### src/rtl/cpu_sequencer.sv
// cpu_sequencer: microcode control unit for the 8-bit BasicCPU.
// Steps each instruction through T0..T4. The two fetch steps are the same for
// every opcode; the execute steps are decoded from the IR upper nibble.
// State advances on the falling clock edge, so the strobes are already stable
// when the datapath registers capture on the next rising edge.
module cpu_sequencer #(
  parameter int OPCODE_W = 4,
  parameter int T_MAX    = 5
) (
  input  logic       i_clk,
  input  logic       i_reset,
  input  logic [7:0] i_ir,
  input  logic       i_flag_c,
  input  logic       i_flag_z,
  output logic       o_pc_out_n,
  output logic       o_pc_inc,
  output logic       o_pc_load_n,
  output logic       o_mar_load_n,
  output logic       o_ram_out_n,
  output logic       o_ram_in_n,
  output logic       o_ir_load_n,
  output logic       o_ir_out_n,
  output logic       o_a_load_n,
  output logic       o_a_out_n,
  output logic       o_b_load_n,
  output logic       o_alu_out_n,
  output logic       o_alu_sub,
  output logic       o_flags_load_n,
  output logic       o_out_load_n,
  output logic       o_halted,
  output logic [2:0] o_step,
  output logic       o_instr_done
);

  localparam logic [2:0] T0     = 3'd0;
  localparam logic [2:0] T1     = 3'd1;
  localparam logic [2:0] T2     = 3'd2;
  localparam logic [2:0] T3     = 3'd3;
  localparam logic [2:0] T4     = 3'd4;
  localparam logic [2:0] T_LAST = 3'(T_MAX - 1);

  localparam logic [OPCODE_W-1:0] OP_LDA = OPCODE_W'(4'h1);
  localparam logic [OPCODE_W-1:0] OP_ADD = OPCODE_W'(4'h2);
  localparam logic [OPCODE_W-1:0] OP_SUB = OPCODE_W'(4'h3);
  localparam logic [OPCODE_W-1:0] OP_STA = OPCODE_W'(4'h4);
  localparam logic [OPCODE_W-1:0] OP_LDI = OPCODE_W'(4'h5);
  localparam logic [OPCODE_W-1:0] OP_JMP = OPCODE_W'(4'h6);
  localparam logic [OPCODE_W-1:0] OP_JC  = OPCODE_W'(4'h7);
  localparam logic [OPCODE_W-1:0] OP_JZ  = OPCODE_W'(4'h8);
  localparam logic [OPCODE_W-1:0] OP_OUT = OPCODE_W'(4'hE);
  localparam logic [OPCODE_W-1:0] OP_HLT = OPCODE_W'(4'hF);

  logic [2:0]          step;
  logic                halted;
  logic [OPCODE_W-1:0] opcode;
  logic                ir_operand_unused;

  // Active-high internal strobes; the _n ports are their inversions.
  logic pc_out, pc_inc, pc_load, mar_load, ram_out, ram_in, ir_load, ir_out;
  logic a_load, a_out, b_load, alu_out, alu_sub, flags_load, out_load, done;

  assign opcode            = i_ir[7 -: OPCODE_W];
  assign ir_operand_unused = ^i_ir[7-OPCODE_W:0];

  // Microcode decode: strobes from step, opcode and flags. Gating on reset
  // keeps every strobe released for the whole time reset is held, not just
  // after the state registers have cleared.
  always_comb begin
    pc_out = 1'b0; pc_inc = 1'b0; pc_load = 1'b0; mar_load = 1'b0;
    ram_out = 1'b0; ram_in = 1'b0; ir_load = 1'b0; ir_out = 1'b0;
    a_load = 1'b0; a_out = 1'b0; b_load = 1'b0; alu_out = 1'b0;
    alu_sub = 1'b0; flags_load = 1'b0; out_load = 1'b0; done = 1'b0;
    if (!i_reset && !halted) begin
      case (step)
        T0: begin
          pc_out = 1'b1; mar_load = 1'b1;
        end
        T1: begin
          ram_out = 1'b1; ir_load = 1'b1; pc_inc = 1'b1;
        end
        T2: begin
          case (opcode)
            OP_LDA, OP_ADD, OP_SUB, OP_STA: begin
              ir_out = 1'b1; mar_load = 1'b1;
            end
            OP_LDI: begin
              ir_out = 1'b1; a_load = 1'b1; done = 1'b1;
            end
            OP_JMP: begin
              ir_out = 1'b1; pc_load = 1'b1; done = 1'b1;
            end
            OP_JC: begin
              ir_out = i_flag_c; pc_load = i_flag_c; done = 1'b1;
            end
            OP_JZ: begin
              ir_out = i_flag_z; pc_load = i_flag_z; done = 1'b1;
            end
            OP_OUT: begin
              a_out = 1'b1; out_load = 1'b1; done = 1'b1;
            end
            default: done = 1'b1;   // NOP, HLT and unused opcodes
          endcase
        end
        T3: begin
          case (opcode)
            OP_LDA: begin
              ram_out = 1'b1; a_load = 1'b1; done = 1'b1;
            end
            OP_ADD, OP_SUB: begin
              ram_out = 1'b1; b_load = 1'b1;
            end
            OP_STA: begin
              a_out = 1'b1; ram_in = 1'b1; done = 1'b1;
            end
            // Only reachable if the IR changed mid-instruction: end cleanly.
            default: done = 1'b1;
          endcase
        end
        T4: begin
          if (opcode == OP_ADD || opcode == OP_SUB) begin
            alu_out = 1'b1; a_load = 1'b1; flags_load = 1'b1;
            alu_sub = (opcode == OP_SUB);
          end
          done = 1'b1;
        end
        default: done = 1'b1;
      endcase
    end
  end

  // Step counter and halt latch, advanced on the falling edge.
  always_ff @(negedge i_clk or posedge i_reset) begin
    if (i_reset) begin
      step   <= T0;
      halted <= 1'b0;
    end else if (halted) begin
      step <= T0;
    end else if (done || step >= T_LAST) begin
      step <= T0;
      if (opcode == OP_HLT && step == T2) halted <= 1'b1;
    end else begin
      step <= step + 3'd1;
    end
  end

  assign o_pc_out_n     = ~pc_out;
  assign o_pc_inc       = pc_inc;
  assign o_pc_load_n    = ~pc_load;
  assign o_mar_load_n   = ~mar_load;
  assign o_ram_out_n    = ~ram_out;
  assign o_ram_in_n     = ~ram_in;
  assign o_ir_load_n    = ~ir_load;
  assign o_ir_out_n     = ~ir_out;
  assign o_a_load_n     = ~a_load;
  assign o_a_out_n      = ~a_out;
  assign o_b_load_n     = ~b_load;
  assign o_alu_out_n    = ~alu_out;
  assign o_alu_sub      = alu_sub;
  assign o_flags_load_n = ~flags_load;
  assign o_out_load_n   = ~out_load;
  assign o_halted       = halted;
  assign o_step         = step;
  assign o_instr_done   = done;

endmodule

### config.mk
export PLATFORM = sky130hd
export DESIGN_NAME = cpu_sequencer
export DESIGN_NICKNAME = d
export VERILOG_FILES = /design/src/rtl/cpu_sequencer.sv
export SDC_FILE = /design/constraint.sdc
export NUM_CORES = 1
export LEC_CHECK = 0
export CAP_MARGIN = 25
export CORE_UTILIZATION = 36
export DETAILED_ROUTE_END_ITERATION = 8
export PLACE_DENSITY = 0.78
export RECOVER_POWER = 100
export REMOVE_ABC_BUFFERS = 1
export SLEW_MARGIN = 25
export SYNTH_ARGS = -nofsm -noshare
export SYNTH_HDL_FRONTEND = slang
export SYNTH_SLANG_ARGS = --single-unit
### constraint.sdc
create_clock -name i_clk -period 2.25 [get_ports i_clk]
set_clock_uncertainty 0.05 [all_clocks]
set_input_delay 0.225 -clock i_clk [delete_from_list [all_inputs] [get_ports i_clk]]
set_output_delay 0.225 -clock i_clk [all_outputs]
set_load 0.005 [all_outputs]
==> results.md, run 1 <==
Clock network:
- The buffer levels on the longest clock path is 2.
- The tree is rooted in a sky130_fd_sc_hd__clkbuf_4.
- The number of H-tree levels is 1.
- In this run, CTS created clock tree buffers numbering 3.
- The clock drives 4 sinks.

Floorplan:
- For this configuration, the core starts out at a cell density of 39.40%.
- The chip height is 40.21 um.
- For this design the top-level I/O count stands at 32.
- The die is 40.21 um wide.
- The number of cell rows is 13.

Yosys:
- The count of distinct cell types in the synthesized netlist is 29.
- For this run, the leading register cell type out of synthesis is sky130_fd_sc_hd__dfrtn_1.
- The post-synthesis async set-or-reset flop share is 100.0%.
- The cell count after synthesis came out at 73.
- Yosys mapped a number of flops with a built-in enable equal to 0.
- Dividing the synthesized area by the synthesized cell count gives 7.199 um^2.
- During synthesis, Yosys emitted a total of 0 warnings.
- After synthesis, the largest area contributor takes up 19.05% of total cell area.
- The proportion of synthesized chip area in sequential cells is 19.05%.
- Synthesis inferred 4 register bits.
- The post-synth design cell area is 525.5 um^2.
- The dominant cell type by area after synthesis is sky130_fd_sc_hd__dfrtn_1.
- In the post-synthesis netlist, the biggest area contributors are sky130_fd_sc_hd__dfrtn_1, sky130_fd_sc_hd__ha_1, sky130_fd_sc_hd__nor4_1.

Place:
- The detailed placer's ending HPWL is 1386 um.
- The number of instances in the placed design is 137.
- The port buffer count is 27.
- Routability-driven placement finished with a final weighted congestion of 0.8161.

STA:
- When the global-route repair_timing finished, the worst setup path ended at o_a_load_n.
- After the last repair the worst path ends at an output port.

GRT:
- Entering global routing, the biggest net connects 12 pins.

Status:
- It got as far as 5_1_grt and failed there.
- The tool reported: "[ERROR DPL-0038] Utilization greater than 100%, impossible to legalize".
- The run stopped with a tool error.
synth_stat cells, types with 2 or more instances:
library cell              n
sky130_fd_sc_hd__inv_1    8
sky130_fd_sc_hd__nor2_1   8
sky130_fd_sc_hd__nand2_1  6
sky130_fd_sc_hd__ha_1     5
sky130_fd_sc_hd__nand3_1  5
sky130_fd_sc_hd__nor4_1   5
sky130_fd_sc_hd__buf_2    4
sky130_fd_sc_hd__dfrtn_1  4
sky130_fd_sc_hd__nor3_1   3
sky130_fd_sc_hd__o21ai_0  3
sky130_fd_sc_hd__a21oi_1  2
sky130_fd_sc_hd__nand4_1  2
sky130_fd_sc_hd__o22ai_1  2
timing repair:
item                       4_1_cts
pin swaps                       14
resized for setup              139
hold buffers                     0
setup endpoints to repair       24
gates cloned                     0
buffers inserted                14
per-stage QoR:
stage                     util [%]  setup WS (ns)  area, um^2  TNS [ns]  hold WS (ns)
after floorplan                  -        -0.7061       498.0    -4.459        0.4753
after global placement       74.20         -1.034       989.7    -16.06        0.6058
after detailed placement     74.20         -1.123       989.7    -16.89        0.6272
after CTS                    94.09        -0.9890        1255    -14.55        0.6682
logic make-up after synthesis:
| kind of cell | share of synthesized area, % |
|---|---|
| compound gates | 18.57 |
| mux | 2.856 |
| simple gates | 36.67 |
| fa+ha+maj | 11.90 |
| flops | 19.05 |
| buf+inv | 10.95 |
==> run 2: changes to the inputs <==
Settings changed: CORE_AREA set to 2 2 63 65, CORE_UTILIZATION 36 to not set, DIE_AREA set to 0 0 65 67, PLACE_DENSITY 0.78 to not set, PLACE_DENSITY_LB_ADDON set to 0.15.
==> run 2 against run 1 <==
Net effect:
- the flow now finishes, with violations (negative setup slack)
- synthesized cell count unchanged
- synthesized area stayed put
==> results.md, run 2 <==
Floorplan:
- The core region is 3606 um^2.
- The number of I/O pins is 32 (unchanged).
- The floorplan step defined a die boundary enclosing 4355 um^2.
- The number of cell rows is 22 (+9).
- The effective utilization at floorplan is 14.57% (-25 points).
- The width of the die is 65 um (+62%).
- The chip height is 67 um (+67%).

Hold path:
- The count of cells along the worst hold path is 4.
- The worst hold path belongs to the class register to register.
- The worst hold endpoint is o_step[1].
- The hold path startpoint is o_step[0].

Yosys:
- The post-synthesis async set-or-reset flop share came to 100.0% (unchanged).
- The commonest cells after synthesis are sky130_fd_sc_hd__inv_1, sky130_fd_sc_hd__nor2_1, sky130_fd_sc_hd__nand2_1.
- After synthesis, the cell types taking the most area are sky130_fd_sc_hd__dfrtn_1, sky130_fd_sc_hd__ha_1, sky130_fd_sc_hd__nor4_1.
- The main flop type after synthesis is sky130_fd_sc_hd__dfrtn_1.
- The count of distinct cell types in the synthesized netlist is 29 (unchanged).
- The count of warnings emitted by yosys is 0 (unchanged).
- The synthesized area per cell is 7.199 um^2 (unchanged).
- Of all cell types, the one taking the most synthesized area is sky130_fd_sc_hd__dfrtn_1.
- The count of mapped cells out of synthesis was 73 (unchanged).
- The proportion of synthesized chip area in sequential cells is 19.05% (unchanged).
- The flip-flop and latch count after synthesis is 4 (unchanged).
- The fraction of synthesized cell area taken by the top area cell type came to 19.05% (unchanged).
- The post-synth design cell area was 525.5 um^2 (unchanged).
- The count of flip-flops with a built-in enable after synthesis is 0 (unchanged).

Pwr:
- Power spread over the standard cell area amounts to 1042 nW/um^2.
- In this run the static leakage power is 0.6481 nW.
- After layout, the design draws a total of 1.509 mW.
- The highest ir drop seen on vdd is 510.4 uV.
- In this run, the combinational gates consume 81.1% of the power.
- Internal power comes to 0.9417 mW.
- The clock network is responsible for 10.0% of the overall power.
- In this run the power spent charging and discharging nets is 0.5674 mW.
- In this run switching power makes up 37.60% of total power.
- Sequential cells account for 8.9% of the total power.

Worst setup path:
- The startpoint of the worst-slack reg-to-reg timing path is o_step[2].
- STA puts the critical path data arrival time at 2.99 ns.
- The required time of the critical path is 1.98 ns.
- The largest fanout of any net on the critical path is 4.
- The startpoint type of the worst setup path is a register.
- Counting cells, the worst reg-to-reg path comes to 9.
- The critical setup path kind is register to output port.
- Setup slack on the worst reg-to-reg path comes out at 0.35 ns.
- The launch point of the critical path is o_step[1].
- STA classifies the critical path endpoint as an output port.
- The reg-to-reg critical path endpoint is o_halted.

Drt:
- The detailed-route DRC error count is 0.
- The first TritonRoute pass finished after 4 iterations.
- The average detailed-routed wire length per instance is 13.27 um.
- For this block, the routed nets add up to 2588 um of wire.
- The via count normalized by instance count is 4.221.
- In this run the remaining antenna-violating nets after routing total 0.
- The total number of vias is 823.
- The first-iteration detailed-routing DRC count is 21.

GRT:
- Entering global routing, the biggest net connects 12 pins.
- The remaining global-route overflow is 0.
- The via count of the first global-routing pass is 864.
- The first global-routing pass estimated 4043 um of wire.
- The combined global-route utilization of all metal layers is 12.01%.
- The number of antenna violations at the first check in global routing is 0.

Clock network:
- After clock tree synthesis, the clock-pin slew on the worst setup and hold paths is 0.03 ns.
- The clock network latency to the later pin of the worst-skew pair is 0.24 ns.
- The number of H-tree levels is 1 (unchanged).
- The number of buffers inserted during clock tree synthesis is 3 (unchanged).
- The buffer levels on the longest clock path was 2 (unchanged).
- The TritonCTS clock tree is done.
- Clock tree synthesis selected as its root buffer the cell sky130_fd_sc_hd__clkbuf_8.
- The total clock sinks is 4 (unchanged).

STA:
- At the pin with the least slew margin, the transition time is 0.3314 ns.
- The final number of max-transition violations is 0.
- The hold violation total from the final report is 0.
- The tightest slew margin relative to the limit is 77.70%.
- The number of setup violations in the final report is 24.
- Across all hold checks on the routed design, the worst slack comes to 0.7363 ns.
- Setup repair after global routing could not meet its margin everywhere.
- In the post-route analysis, the smallest setup slack over all paths is -1.016 ns.

Status:
- The flow ran to the end, but the final reports show violations.
- The final reports fail on negative setup slack.

Final layout:
- The synthesis-to-finish area growth is 175.7%.
- The layout net count is 166.
- The fraction of final layout cells sized beyond drive strength 1 is 73.47%.
- The top cell types in the final layout, fill and taps aside, are sky130_fd_sc_hd__buf_6, sky130_fd_sc_hd__buf_4, sky130_fd_sc_hd__buf_2.
- The register with the most flip-flops in the layout has 3 of them.
- 0 antenna diodes ended up in the layout.

Place:
- The port buffer count was 27 (unchanged).
- The detailed placer's ending HPWL is 1795 um (+30%).
- The last weighted congestion value of the routability-driven placer is 0.7655 (-6.2%).

Job:
- Across the run, the number of max-cap violations was 0.
==> run 2: kinds of logic after synthesis <==
| group | share of synthesized area, % |
|---|---|
| multiplexers | 2.856 |
| buffers and inverters | 10.95 |
| flip-flops | 19.05 |
| AO/OA/AOI/OAI | 18.57 |
| AND/OR/NAND/NOR | 36.67 |
| adder cells (fa/ha/maj) | 11.90 |
==> run 2: worst max-delay path, stage by stage (launching register included) <==
cell,delay (ns)
sky130_fd_sc_hd__dfrtn_1,0.42
sky130_fd_sc_hd__ha_2,0.22
sky130_fd_sc_hd__ha_4,0.15
sky130_fd_sc_hd__inv_1,0.05
sky130_fd_sc_hd__o22ai_2,0.16
sky130_fd_sc_hd__a32oi_1,0.07
sky130_fd_sc_hd__or4_1,0.41
sky130_fd_sc_hd__buf_2,0.14
==> run 2: layout make-up <==
type	instances	area, um^2
clock buffer	3	41.29
fill	370	2157
inverter	8	40.04
multi-input combinational	56	561.8
sequential	4	100.1
tap	48	60.06
timing repair buffer	76	645.6
==> run 2: per-stage QoR <==
stage / TNS [ns] / util [%] / area [um^2] / setup WS, ns / std cells
floorplan: -4.459 / - / 498.0 / -0.7061 / 68
global placement: -17.29 / 29.63 / 1069 / -1.063 / 175
detailed placement: -17.47 / 29.63 / 1069 / -1.115 / 175
CTS: -12.08 / 38.03 / 1371 / -1.004 / 192
global route: -13.04 / 40.18 / 1449 / -1.101 / 195
finish: -11.72 / 40.18 / 1449 / -1.016 / 195
==> run 2: power groups by stage <==
stage | clock network [mW] | logic (mW) | registers, mW
6_report | 0.150 | 1.22 | 0.135
5_1_grt | 0.158 | 1.31 | 0.138
2_1_floorplan | 0 | 0.243 | 0.153
4_1_cts | 0.154 | 1.10 | 0.133
3_3_place_gp | 0 | 0.728 | 0.126
3_5_place_dp | 0 | 0.725 | 0.126
==> run 2: worst max-delay path by stage <==
stage,endpoint,slack [ns],cells after the start
floorplan,o_a_load_n,-0.71,6
finish,o_a_load_n,-1.02,7
global placement,o_instr_done,-1.06,8
detailed placement,o_a_load_n,-1.12,7
global route,o_a_load_n,-1.10,7
CTS,o_a_load_n,-1.00,7
==> run 2: timing repair <==
| action | CTS | global route |
|---|---|---|
| endpoints found under the setup margin | 24 | 24 |
| pin swaps | 10 | 9 |
| setup buffers | 14 | 9 |
| resized for setup | 156 | 23 |
| hold buffers | 0 | 0 |
==> run 2: per-layer routing <==
layer | share of wire [%] | track usage (%) | vias up
li1 | - | - | 408
met1 | 42 | 14.04 | 391
met2 | 53 | 21.52 | 22
met3 | 4.9 | 2.027 | 2
met4 | 0.73 | 5.053 | 0
met5 | 0 | 0 | -
(Power assumes the default switching activity.)
